<file path="src/rtl/direction_pkg.sv">
// Shared constants, repeat FSM states and axis resolution for direction_conditioner.
// Build option: DIR_ACCEL_EN enables the repeat-rate acceleration.
package direction_pkg;

  localparam int DIR_UP    = 0;
  localparam int DIR_DOWN  = 1;
  localparam int DIR_LEFT  = 2;
  localparam int DIR_RIGHT = 3;

  localparam int DEF_DEBOUNCE_CYCLES = 500000;
  localparam int DEF_MOVE_DIV        = 250000;
  localparam int DEF_ACCEL_MOVES     = 32;

  typedef enum logic [1:0] {
    ST_IDLE,
    ST_FIRST,
    ST_REPEAT
  } rpt_state_e;

  // Opposing directions on one axis cancel; the axes are independent.
  function automatic logic [3:0] resolve_dirs(input logic [3:0] s);
    logic [3:0] r;
    r = s;
    if (s[DIR_UP] && s[DIR_DOWN]) begin
      r[DIR_UP]   = 1'b0;
      r[DIR_DOWN] = 1'b0;
    end
    if (s[DIR_LEFT] && s[DIR_RIGHT]) begin
      r[DIR_LEFT]  = 1'b0;
      r[DIR_RIGHT] = 1'b0;
    end
    return r;
  endfunction

endpackage

</file>
<file path="src/rtl/debounce_bit.sv">
// Two-flop synchronizer followed by a run-length debouncer for one button.
// The stable value flips after DEBOUNCE_CYCLES consecutive disagreeing samples.
module debounce_bit
  import direction_pkg::*;
#(
  parameter int DEBOUNCE_CYCLES = DEF_DEBOUNCE_CYCLES
) (
  input  logic clk,
  input  logic rst_n,
  input  logic btn_i,
  output logic stable_o
);

  localparam int CW = $clog2(DEBOUNCE_CYCLES + 1);
  localparam logic [CW-1:0] CNT_LAST = CW'(DEBOUNCE_CYCLES - 1);

  logic          sync1_q, sync1_d;
  logic          sync2_q, sync2_d;
  logic          stable_q, stable_d;
  logic [CW-1:0] cnt_q, cnt_d;

  always_comb begin
    sync1_d  = btn_i;
    sync2_d  = sync1_q;
    stable_d = stable_q;
    cnt_d    = '0;
    if (sync2_q != stable_q) begin
      if (cnt_q == CNT_LAST) begin
        stable_d = sync2_q;
      end else begin
        cnt_d = cnt_q + 1'b1;
      end
    end
  end

  always_ff @(posedge clk) begin
    if (!rst_n) begin
      sync1_q  <= 1'b0;
      sync2_q  <= 1'b0;
      stable_q <= 1'b0;
      cnt_q    <= '0;
    end else begin
      sync1_q  <= sync1_d;
      sync2_q  <= sync2_d;
      stable_q <= stable_d;
      cnt_q    <= cnt_d;
    end
  end

  assign stable_o = stable_q;

endmodule

</file>
<file path="src/rtl/direction_conditioner.sv">
// Debounces four direction buttons, cancels opposing pairs and emits move pulses.
// Build option: DIR_ACCEL_EN halves the repeat interval after ACCEL_MOVES pulses.
module direction_conditioner
  import direction_pkg::*;
#(
  parameter int DEBOUNCE_CYCLES = DEF_DEBOUNCE_CYCLES,
  parameter int MOVE_DIV        = DEF_MOVE_DIV,
  parameter int ACCEL_MOVES     = DEF_ACCEL_MOVES
) (
  input  logic       Clock,
  input  logic       Reset_n,
  input  logic [3:0] Buttons,
  output logic [3:0] Direction,
  output logic [3:0] Held
);

  localparam int RW = $clog2(MOVE_DIV + 1);
  localparam logic [RW-1:0] MOVE_LAST = RW'(MOVE_DIV - 1);

  logic [3:0] stable;

  for (genvar i = 0; i < 4; i++) begin : g_db
    debounce_bit #(
      .DEBOUNCE_CYCLES(DEBOUNCE_CYCLES)
    ) u_db (
      .clk     (Clock),
      .rst_n   (Reset_n),
      .btn_i   (Buttons[i]),
      .stable_o(stable[i])
    );
  end

  rpt_state_e    state_q, state_d;
  logic [RW-1:0] rate_q, rate_d;
  logic [3:0]    dir_q, dir_d;
  logic [3:0]    held_q, held_d;
  logic [RW-1:0] last_cnt;

`ifdef DIR_ACCEL_EN
  localparam int HALF = (MOVE_DIV / 2 < 1) ? 1 : MOVE_DIV / 2;
  localparam logic [RW-1:0] HALF_LAST = RW'(HALF - 1);
  localparam int PW = $clog2(ACCEL_MOVES + 1);
  localparam logic [PW-1:0] PSAT = PW'(ACCEL_MOVES);

  logic [PW-1:0] pcnt_q, pcnt_d;

  assign last_cnt = (pcnt_q == PSAT) ? HALF_LAST : MOVE_LAST;

  always_comb begin
    pcnt_d = pcnt_q;
    if (held_q == 4'b0000) begin
      pcnt_d = '0;
    end else if (dir_d != 4'b0000 && pcnt_q != PSAT) begin
      pcnt_d = pcnt_q + 1'b1;
    end
  end
`else
  assign last_cnt = MOVE_LAST;
`endif

  always_comb begin
    held_d  = resolve_dirs(stable);
    state_d = state_q;
    rate_d  = rate_q;
    dir_d   = 4'b0000;
    if (held_q == 4'b0000) begin
      state_d = ST_IDLE;
      rate_d  = '0;
    end else begin
      unique case (state_q)
        ST_IDLE: begin
          dir_d   = held_q;
          state_d = ST_FIRST;
          rate_d  = '0;
        end
        // The FIRST pulse cycle already counts toward the first repeat interval.
        ST_FIRST, ST_REPEAT: begin
          state_d = ST_REPEAT;
          if (rate_q >= last_cnt) begin
            dir_d  = held_q;
            rate_d = '0;
          end else begin
            rate_d = rate_q + 1'b1;
          end
        end
        default: begin
          state_d = ST_IDLE;
          rate_d  = '0;
        end
      endcase
    end
  end

  always_ff @(posedge Clock) begin
    if (!Reset_n) begin
      state_q <= ST_IDLE;
      rate_q  <= '0;
      dir_q   <= 4'b0000;
      held_q  <= 4'b0000;
`ifdef DIR_ACCEL_EN
      pcnt_q  <= '0;
`endif
    end else begin
      state_q <= state_d;
      rate_q  <= rate_d;
      dir_q   <= dir_d;
      held_q  <= held_d;
`ifdef DIR_ACCEL_EN
      pcnt_q  <= pcnt_d;
`endif
    end
  end

  assign Direction = dir_q;
  assign Held      = held_q;

endmodule

</file>
<file path="config.mk">
export PLATFORM = sky130hd
export DESIGN_NAME = direction_conditioner
export DESIGN_NICKNAME = d
export VERILOG_FILES = /design/src/rtl/direction_pkg.sv /design/src/rtl/debounce_bit.sv /design/src/rtl/direction_conditioner.sv
export SDC_FILE = /design/constraint.sdc
export NUM_CORES = 1
export LEC_CHECK = 0
export ABC_AREA = 1
export CORE_MARGIN = 3
export CORE_UTILIZATION = 55
export CTS_CLUSTER_SIZE = 28
export DETAILED_ROUTE_END_ITERATION = 10
export PLACE_DENSITY = 0.73
export SYNTH_ARGS = -nofsm -noshare
export SYNTH_HDL_FRONTEND = slang
export SYNTH_SLANG_ARGS = --single-unit
</file>
<file path="constraint.sdc">
create_clock -name Clock -period 4.2 [get_ports Clock]
set_clock_uncertainty 0.05 [all_clocks]
set_input_delay 1.26 -clock Clock [delete_from_list [all_inputs] [get_ports Clock]]
set_output_delay 1.26 -clock Clock [all_outputs]
set_load 0.03 [all_outputs]
</file>
Yosys cells after proc, flatten, opt, wreduce, memory -nomap -nowiden
Cells that the tools add are included.
{"block": "classes", "n_addsub": 5, "n_lt_le_gt_ge": 1, "n_eq_ne": 10, "muxes": 3, "n_bitwise": 6, "reduce_logical": 17}
{"cell": "adder 19 x 1 -> 19 bit, second input constant", "count": 4}
{"cell": "equality test 19 bit, second input constant", "count": 4}
{"cell": "adder 18 x 1 -> 18 bit, second input constant", "count": 1}
{"cell": ">= comparator 18 bit, second input constant", "count": 1}
{"cell": "OR reduction 3 bit", "count": 4}
{"cell": "case mux 4 bit (2 select lines)", "count": 1}
{"cell": "AND reduction 2 bit", "count": 4}
{"cell": "OR reduction 2 bit", "count": 4}
{"cell": "NOT 1 bit", "count": 6}
{"cell": "zero test 4 bit", "count": 1}
{"cell": "two-way mux 4 bit", "count": 1}
{"cell": "!= test 1 bit", "count": 4}
{"cell": "case mux 2 bit (2 select lines)", "count": 1}
{"cell": "OR reduction 4 bit", "count": 1}
{"cell": "equality test 2 x 1 -> 1 bit, second input constant", "count": 1}
{"cell": "equality test 2 bit, second input constant", "count": 1}
{"cell": "logical AND 1 bit", "count": 2}
{"cell": "zero test 2 bit", "count": 1}
{"block": "totals", "regBits": 116, "in_bits": 6, "output_inout_bits": 8}

Longest topological paths before layout
{"block": "logic_depth", "ltp_word": 4, "mapped_depth": 10, "ltp_nobuf": 9}

Cells and area by module
Synthesis repeated with hierarchy kept, for this count alone.
{"block": "hier_totals", "cells_unflattened": 886, "area_unflattened_um2": 6043.3}
{"mod": "debounce_bit (g_db[0].u_db ...)", "instances": 3, "cells_per_inst": 181, "area_per_inst_um2": 1199.9, "seq_area_each_um2": 440.4}
{"mod": "direction_conditioner", "instances": 1, "cells_per_inst": 161, "area_per_inst_um2": 1280.0, "seq_area_each_um2": 560.5}
{"mod": "debounce_bit (g_db[3].u_db)", "instances": 1, "cells_per_inst": 182, "area_per_inst_um2": 1163.6, "seq_area_each_um2": 440.4}

Least setup slack after synthesis
No wires, ideal clock.
{"block": "synth_timing", "kind": "input port to flip-flop", "startpoint": "input Reset_n", "endpoint": "register g_db[3].u_db.cnt_q[17]", "setup_ns": 0.070, "arrival_ns": 1.986, "required_ns": 4.080, "path_slack_ns": 2.094, "stages": 6, "path_cell_list": "buf_4 -> o21ai_0 -> a21oi_2 -> nand2_2 -> buf_6 -> a21oi_1"}
{"block": "synth_between", "elab_chain_len": 2}
{"element": "start: declaration", "line_no": "direction_conditioner.sv:11", "source": "input logic Reset_n,"}
{"element": "NOT 1 bit (no source line)"}
{"element": "OR reduction 3 bit (no source line)"}
{"element": "end signal: assignment", "line_no": "debounce_bit.sv:46", "source": "cnt_q <= cnt_d;"}
{"element": "end: declaration", "line_no": "debounce_bit.sv:20", "source": "logic [CW-1:0] cnt_q, cnt_d;"}
Every way passes these cells.
A chain may end at the register's enable or synchronous reset.

Worst setup path in the final report
{"block": "layout_timing", "startpoint": "register held_q[2] (netlist: Held[2])", "endpoint": "output Held[2]"}
{"element": "start: declaration", "line_no": "direction_conditioner.sv:36", "source": "logic [3:0] held_q, held_d;"}
{"element": "start signal: assignment", "line_no": "direction_conditioner.sv:107", "source": "held_q <= held_d;"}
{"element": "end: declaration", "line_no": "direction_conditioner.sv:14", "source": "output logic [3:0] Held"}
No word-level cell between the ends.

==> reports/metrics.csv <==
stage,metric,value,unit
setup_path,path_buf_inv,1,
floorplan,die_w,107,µm
clocking,postCtsResizedCells,0,
global_routing,grt-ovfl-total,0,
logic_synthesis,synth_warnings,0,
cells_and_area,antennaDiodeCount,0,
setup_path,critPathLaunchType,flop,
route,wl_met1,5.24,mm
timing,relSlewSlack,0.619,
timing,setup_ws,1.28,ns
floorplan,core_area,9820,µm²
setup_path,cp_cell_sequence,clkdlybuf4s50_1,
route,vias,4760,
cells_and_area,stdcell_count,953,
setup_path,critPathCaptureType,primary output,
clocking,post-cts-setup-buffers,0,
timing,slew_viol_final,0,
route,postRouteAntennaNets,0,
hold_path,min_from,g_db[3].u_db.sync1_q,
timing,tns,0,ns
timing,hold_violations,0,
clocking,numCtsBuffers,17,
logic_synthesis,ys_top_cells_by_area,"dfxtp_1 (42%), nand2_1 (11%), nor2_1 (9.9%)",
cells_and_area,syn_to_final_growth,14.8,%
floorplan,die_h,107,µm
logic_synthesis,syn_avg_cell_area,7.15,µm²
global_routing,grt_pass1_vias,4726,
logic_synthesis,synth_fp_nets,796,
setup_path,cp.required,2.89,ns
clocking,cts_sinks,116,
logic_synthesis,yosysTopAreaCellShare,0.415,
logic_synthesis,syn_area,5590,µm²
clocking,clock_latency,0.52,ns
clocking,tritoncts,done,
clocking,clk_pin_slew,0.05,ns
cells_and_area,final_cell_mix,"nand2_1 (162), nor2_1 (148), dfxtp_1 (116), inv_1 (103), nand3_1 (52)",
place,dpl.hpwl,7.75,mm
place,place_congestion,0.910,
global_routing,grt_pass1_wl,20.1,mm
route,drt_iter0_drc,224,
power_and_ir_drop,ir_worst_vdd,379,µV
setup_path,cp_max_fo,3,
cells_and_area,layout-drive-gt1-share,0.0915,
place,pre_cts_ws,1.08,ns
route,drt-total-wl,11.2,mm
logic_synthesis,ys_ff_latch,116,
clocking,postCtsHoldBufs,0,
timing,rsz0062_at_grt,false,
clocking,cts-root-buf,clkbuf_8,
cells_and_area,nets,822,
clocking,htreeDepth,4,
global_routing,grt_max_degree,19,
logic_synthesis,ys_seq_area_frac,0.415,
floorplan,initial_utilization,0.569,
route,route.met3.wl,453,µm
logic_synthesis,ys_types,35,
global_routing,antenna_found_initial,0,
power_and_ir_drop,p_per_area,399,nW/µm²
route,drtPass1Iterations,4,
logic_synthesis,synth.largest_area_cell,dfxtp_1,
status,outcome,finished clean,
floorplan,ios,14,
route,wl_met2,5.36,mm
timing,fin_crit_sh,0.696,
floorplan,fp.dieArea,11400,µm²
clocking,clockBufferDepth,2,
timing,worst_pin_slew,0.567,ns
route,routed.top_layer,met4,
setup_path,slowest_stage,clkdlybuf4s50_1,
timing,period_needed,2.92,ns
place,io_buffers,13,
setup_path,cp_top_family,buffers and inverters,
run,drv_cap,0,
global_routing,grtUsageTotal,0.217,
power_and_ir_drop,leakagePower,0.00224,µW
hold_path,min_path_type,reg -> reg,
logic_synthesis,syn_inst,782,
route,wl_per_cell,11.7,µm
place,place_inst,922,
floorplan,core.rowCount,36,
route,drc,0,
setup_path,crit_start,Held[2],
timing,setup_viol,0,
cells_and_area,final_common_cell,nand2_1,
setup_path,reg2reg_from,g_db[1].u_db.cnt_q[0],
setup_path,critPathArrivalTime,1.61,ns
route,via_per_inst,4.99,
setup_path,cp_slowest_stage_delay,0.70,ns
setup_path,path_class,reg -> out,
timing,fmax,0.342,GHz
==> per-layer routing <==
layer	vias up	GRT usage
li1	2511	-
met1	2158	0.256
met2	76	0.370
met3	15	0.0662
met4	0	0.0840
met5	-	0
==> logic make-up (layout without fill, tap and decap cells) <==
| kind of cell | Yosys count | count (layout) | synth area share |
|---|---|---|---|
| and+or+nand+nor | 454 | 454 | 0.370 |
| DFF | 116 | 116 | 0.415 |
| buffers and inverters | 114 | 152 | 0.0848 |
| AOI/OAI and AO/OA | 51 | 51 | 0.0501 |
| xor gates and xnor gates | 39 | 39 | 0.0611 |
| adders and majority gates | 8 | 8 | 0.0179 |
==> through the flow <==
step,hold WS [ns],area [µm²],total power (µW),utilization
detailed placement,0.351,5830,1160,0.593
finish,0.368,6420,2560,0.653
global route,0.381,6420,2640,0.653
global placement,0.352,5830,1150,0.593
CTS,0.367,6420,2580,0.653
floorplan,0.340,5590,1150,-
==> power by group <==
group / internal [µW] / switching, µW
registers: 1110 / 3.04
clock network: 943 / 482
logic: 8.84 / 14.3
total: 2060 / 499
==> layout make-up <==
type                            instances  area (µm²)
Inverter                              107         407
Clock buffer                           22         463
Timing Repair Buffer                   14         138
Fill cell                             908        3400
Sequential cell                       116        2320
Clock inverter                          9         128
Multi-Input combinational cell        552        2790
Tap cell                              133         166
==> Yosys cell counts (all sizes together) <==
| cell type | instances |
|---|---|
| nand3b | 4 |
| nor3b | 2 |
| nor3 | 32 |
| a21o | 1 |
| nand2 | 169 |
| o21bai | 2 |
| a31oi | 2 |
| o21ai | 13 |
| buf | 6 |
| dfxtp | 116 |
| nor4 | 1 |
| or2 | 7 |
| xnor2 | 14 |
| xor2 | 25 |
| ha | 8 |
| inv | 107 |
| a21oi | 33 |
| clkbuf | 1 |
| nor2 | 160 |
| nand4 | 22 |
| nand3 | 57 |
==> sequential cells by signal, indices dropped and copies added (netlist names) <==
signal	cells
g_db.u_db.sync2_q	4
g_db.u_db.stable_o	4
rate_q	18
g_db.u_db.sync1_q	4
state_q	2
Held	4
g_db.u_db.cnt_q	76
Direction	4
==> worst paths after layout <==
kind	slack, ns	cells past startpoint	endpoint
setup / recovery	1.28	1	Held[2]
hold / removal	0.37	2	g_db[3].u_db.sync2_q
setup reg to reg	2.39	8	g_db[1].u_db.cnt_q[16]
hold reg to reg	0.37	2	g_db[3].u_db.sync2_q
(Power assumes the default switching activity.)
